### src/rtl/multisim_pull_downsizer.sv
// rtl/multisim_pull_downsizer.sv - splits full-width words into narrow beats, LSB slice first
module multisim_pull_downsizer #(
    parameter int IN_WIDTH  = 64,
    parameter int OUT_WIDTH = 8
) (
    input  logic                 clk,
    input  logic                 rst_n,
    input  logic                 in_vld,
    input  logic [IN_WIDTH-1:0]  in_data,
    output logic                 in_rdy,
    output logic                 out_vld,
    output logic [OUT_WIDTH-1:0] out_data,
    output logic                 out_last,
    input  logic                 out_rdy,
    output logic [31:0]          word_cnt
);

    localparam int RATIO = IN_WIDTH / OUT_WIDTH;
    localparam int IDX_W = (RATIO > 1) ? $clog2(RATIO) : 1;
    localparam logic [IDX_W-1:0] LAST_IDX = IDX_W'(RATIO - 1);

    generate
        if ((OUT_WIDTH < 1) || (IN_WIDTH % OUT_WIDTH != 0)) begin : g_bad_width
            $error("multisim_pull_downsizer: IN_WIDTH must be a multiple of OUT_WIDTH");
        end
    endgenerate

    typedef enum logic {
        EMPTY = 1'b0,
        BUSY  = 1'b1
    } state_e;

    state_e                state_q, state_d;
    logic [IN_WIDTH-1:0]   hold_q, hold_d;
    logic [IDX_W-1:0]      idx_q, idx_d;
    logic [31:0]           word_cnt_q, word_cnt_d;
    logic                  beat_xfer;
    logic                  word_xfer;

    assign out_vld  = (state_q == BUSY);
    assign out_last = out_vld && (idx_q == LAST_IDX);
    // Combinational path from out_rdy lets a new word load in the same cycle the last beat leaves.
    assign in_rdy   = rst_n && (!out_vld || (out_rdy && out_last));
    assign word_cnt = word_cnt_q;

    assign beat_xfer = out_vld && out_rdy;
    assign word_xfer = in_vld && in_rdy;

    always_comb begin
        out_data = '0;
        for (int i = 0; i < RATIO; i++) begin
            if (idx_q == IDX_W'(i)) begin
                out_data = hold_q[i*OUT_WIDTH +: OUT_WIDTH];
            end
        end
    end

    always_comb begin
        state_d    = state_q;
        hold_d     = hold_q;
        idx_d      = idx_q;
        word_cnt_d = word_cnt_q;
        // word_xfer while BUSY implies the last beat is leaving this cycle.
        if (word_xfer) begin
            hold_d  = in_data;
            idx_d   = '0;
            state_d = BUSY;
        end else if (beat_xfer) begin
            if (out_last) begin
                state_d = EMPTY;
            end else begin
                idx_d = idx_q + 1'b1;
            end
        end
        if (beat_xfer && out_last) begin
            word_cnt_d = word_cnt_q + 32'd1;
        end
    end

    always_ff @(posedge clk or negedge rst_n) begin
        if (!rst_n) begin
            state_q    <= EMPTY;
            hold_q     <= '0;
            idx_q      <= '0;
            word_cnt_q <= '0;
        end else begin
            state_q    <= state_d;
            hold_q     <= hold_d;
            idx_q      <= idx_d;
            word_cnt_q <= word_cnt_d;
        end
    end

endmodule
### config.mk
export PLATFORM = sky130hd
export DESIGN_NAME = multisim_pull_downsizer
export DESIGN_NICKNAME = d
export VERILOG_FILES = /design/src/rtl/multisim_pull_downsizer.sv
export SDC_FILE = /design/constraint.sdc
export NUM_CORES = 1
export LEC_CHECK = 0
export ABC_AREA = 1
export BUFFER_PORTS_ARGS = -buffer_cell sky130_fd_sc_hd__buf_2
export CORE_MARGIN = 8
export CORE_UTILIZATION = 45
export DETAILED_ROUTE_END_ITERATION = 8
export PLACE_DENSITY = 0.77
export SYNTH_ARGS = -nofsm -noshare
export SYNTH_HDL_FRONTEND = slang
export SYNTH_SLANG_ARGS = --single-unit
### constraint.sdc
create_clock -name clk -period 2.5 [get_ports clk]
set_input_delay 0.375 -clock clk [delete_from_list [all_inputs] [get_ports clk]]
set_output_delay 0.375 -clock clk [all_outputs]
set_load 0.01 [all_outputs]
# Word-level counts from Yosys, hierarchy flattened

Cells that the tools add are included.

Add/sub/neg operators: 2
Multipliers: 0
Div/mod/pow operators: 0
Magnitude comparators: 0
Equality and inequality tests: 8
Shift-type cells: 0
Mux-type cells: 14
Bitwise logic cells: 0
Reduce and logical (&&, ||, !) cells: 13

Operators with widths:

| operator                | number |
|---|---|
| $mux W8                 | 8 |
| $add A32 B1 Y32 const B | 1 |
| $eq A3 B3 Y1 const B    | 4 |
| $mux W3                 | 3 |
| $eq A3 B2 Y1 const B    | 2 |
| $logic_and A1 B1 Y1     | 6 |
| $reduce_and A2 Y1       | 2 |
| $reduce_bool A2 Y1      | 2 |
| $add A3 B1 Y3 const B   | 1 |
| $eq A3 B1 Y1 const B    | 1 |
| $logic_not A3 Y1        | 1 |
| $mux W1                 | 3 |
| $ne A2 B1 Y1 const B    | 1 |
| $logic_not A1 Y1        | 1 |
| $logic_or A1 B1 Y1      | 1 |

Register bits after elaboration: 100
Bits in latches: 0
Memory bits (writable): 0
ROM bits: 0
Bits of input ports: 68
Output and inout port bits: 43
Logic and storage cells: 41
Memories: 0

# Longest topological paths before layout

Depth in word-level cells: 9
Mapped depth: 13
Depth with buffers taken out: 12

# Least setup slack after synthesis

Ideal clock, no wire load.

Path type: register to output
Start: register idx_q[0]
End: output port out_data[7]
Arrival time: 1684 ps
Required time: 2125 ps
Path slack: 441 ps
Cell stages (with the launch flop): 12
Buffers on the path: 0
Cells stage by stage: dfrtp_1 -> inv_1 -> ha_1 -> nor3b_1 -> nand2_1 -> nand3_1 -> nand2_1 -> nand2_1 -> nand2_1 -> nand2_1 -> nand2_1 -> a21oi_1

Cells in the longest elaborated chain, start to end: 9
Elaborated cells between the ends (all ways): 16
Classes of those cells: 7 x eq/ne; 8 x mux; 1 x reduce/logical

RTL lines:

| item                   | line | text |
|---|---|---|
| start, declared        | 35   | `logic [IDX_W-1:0] idx_q, idx_d;` |
| start signal, assigned | 89   | `idx_q <= idx_d;` |
| $logic_not A3 Y1       | 52   | `if (idx_q == IDX_W'(i)) begin` |
| $mux W8 (7 in series)  | 52   |  |
| $mux W8 (*)            | 52   |  |
| end, declared          | 12   | `output logic [OUT_WIDTH-1:0] out_data,` |

Every way passes the cells marked *; elsewhere a longest branch is shown, timed or not.

# Worst setup path after layout

Same ends and word-level chain as after synthesis.

==> metrics.yaml <==
outcome: "finished with violations"
violations: "setup timing"
hpwl_um: 10100
ys_seq_elements: 100
wl_um: 14000
cpMostUsedCell: "nand2_1"
synth_cells: 683
netSwitchingFraction_pct: 39.2
synth_top_flop_cell: "dfrtp_1"
required_ns: 2.12
power.internal_mw: 4.18
slew_headroom_pct: 47.4
critPathMaxFanout: 5
slew_violations: 0
r2r_slack_ns: 0.18
synthDistinctLibCells: 31
drv_cap: 0
synth.most_common_cell: "nand2_1"
ff_latch_area_um2: 2500
synth_top_area_cell: "dfrtp_1"
synth_area_um2: 5150
synth_warnings: 0
synth_common_cells: "328 x nand2_1, 100 x dfrtp_1, 52 x nor2_1"
first_pass_iters: 5
final_layout_size_suffix_gt1_share_pct: 26.9
port_buffers: 110
powerDensity_nw_per_um2: 1050
htreeDepth: 3
track_usage_pct: 18.7
post-route-drc-count: 0
grt_pass1_vias: 4656
initial_core_util_pct: 45.7
fin_crit_sh_pct: 100
syn2layout_area_growth_pct: 27.4
power_frac_comb_pct: 41.8
antenna_left: 0
total_power_mw: 6.88
core_um2: 11300
dieWidth_um: 123
gp_congestion: 0.880
synth_edf_count: 0
p_sw_mw: 2.70
clkLatencyLatePin_ns: 0.34
fin_crit_ns: 2.50
async_reset_ff_share_pct: 100
finClkSkew_ns: 0.00799
cp_slowest_cell: "dfrtp_2"
start_kind: "flip-flop"
synth_area_leaders: "dfrtp_1 49%, nand2_1 24%, nand3_1 4.2%"
ios: 111
cts.path.max_buffers: 2
layout_setup_ws_ns: -0.00440
seqPwrFrac_pct: 38.1
fin_nets: 884
dieArea_um2: 15100
fp.dieH_um: 123
cts_buffers: 9
synth_fp_nets: 758
wl_per_cell_um: 14.6
routed_via_density: 4.91
drt_iter0_markers: 428
crit_chain: "inv_4 > ha_4 > nor3b_4 > buf_6 > nand2_4 > nand3_2 > nand2_2 > nand2_2 > nand2_1 > nand2_1 > nand2_1 > a21oi_2 > buf_2"
hold_violations: 0
clk_pin_slew_ns: 0.06
rsz0062_at_grt: "yes"
ctsRootBufferMaster: "clkbuf_16"
syn_avg_cell_area_um2: 7.54
fmaxAchievable_ghz: 0.399
antenna_found_initial: 0
ys_seq_area_share_pct: 48.6
arrival_ns: 2.13
grt.overflow.total: 0
vias: 4693
multi_input_area_um2: 2600
setup_viol: 1
peakVddDrop_uv: 688
fill_cells: 1007
rows: 39
crit_type: "reg -> out"
yosysTopAreaCellShare_pct: 48.6
hold_path_class: "in -> async"
worst_slew_pin_slew_ns: 0.789
timing.hold.ws_ns: 0.0911
tns_ns: -0.00440
clkPwrFrac_pct: 20.1
grt_pass1_wl_um: 22500
cpPeakStageDelay_ns: 0.47
diodes: 0
tritoncts: "built"
leakage_nw: 3.55
grt_max_degree: 64
clock-sinks: 100
endpoint_kind: "primary output"
## flip-flops by register name, indices dropped and copies added, names as in the netlist
signal	count
hold_q	64
word_cnt	32
idx_q	3
out_vld	1
## layer usage
metal | vias up | wire, µm | track usage, %
met5 | - | 0 | 0
met1 | 2208 | 5950 | 23.5
met3 | 16 | 927 | 4.70
met2 | 115 | 6960 | 31.5
met4 | 0 | 161 | 4.97
li1 | 2354 | - | -
## cell families after synthesis
group                    synth area share, %
AO/OA/AOI/OAI                           1.41
AND/OR/NAND/NOR                         37.7
XOR/XNOR                                5.10
adder cells (fa/ha/maj)                 1.70
flip-flops                              48.6
buffers and inverters                   5.54
## final timing paths
kind	from	end	depth (start not counted)
setup / recovery	idx_q[0]	out_data[7]	13
hold / removal	rst_n	word_cnt[5]	2
setup reg to reg	idx_q[0]	word_cnt[17]	11
hold reg to reg	hold_q[18]	hold_q[18]	2
max in group asynchronous	rst_n	idx_q[1]	3
min in group clk	in_data[42]	hold_q[42]	3
## cell type report
| class | count | area share [%] |
|---|---|---|
| clock buffers | 11 | 3.70 |
| clock inverters | 4 | 0.763 |
| inverters | 46 | 2.84 |
| multi-input cells | 515 | 39.7 |
| flip-flops and latches | 100 | 38.2 |
| well taps | 143 | 2.73 |
| repair buffers | 137 | 12.1 |
## cells in the final DEF, fill, tap and decap left out, drive strengths merged, types with 3 or more instances in the layout
master      n
nand3b      4
inv        45
nand3      44
nand2     328
xnor2      14
or2        10
ha          7
nand4       5
xor2       16
nor2       55
clkbuf     11
buf       137
nor3       14
dfrtp     100
clkinvlp    3
o21ai       8
## worst max-delay path, delay by kind of cell (launching register included)
family | cells | cell delay, ns
flops | 1 | 0.47
buf+inv | 3 | 0.40
simple gates | 8 | 0.60
fa+ha+maj | 1 | 0.15
compound gates | 1 | 0.16
## power by group through the flow
stage / clock, mW / combinational, mW / sequential, mW
floorplan: 0 / 1.55 / 2.49
global placement: 0 / 2.31 / 2.58
detailed placement: 0 / 2.35 / 2.59
CTS: 1.41 / 2.48 / 2.57
global route: 1.47 / 3.23 / 2.68
finish: 1.38 / 2.88 / 2.62
## repair_timing
action                                  in CTS  in global routing
buffers inserted                             2                 11
pin swaps                                    0                 18
resized for setup                           15                 53
hold buffers                                 0                  0
endpoints found under the setup margin       8                  9
## per-stage QoR
stage / util [%] / std cells / cell area [µm²] / setup slack [ns]
2_1_floorplan: - / 683 / 5150 / 0.441
3_3_place_gp: 52.4 / 928 / 5910 / 0.112
3_5_place_dp: 52.4 / 928 / 5910 / 0.108
4_1_cts: 55.6 / 945 / 6270 / 0.00668
5_1_grt: 58.2 / 956 / 6560 / -0.108
6_report: 58.2 / 956 / 6560 / -0.00440
Note: power is estimated with default switching activity, not from simulation.
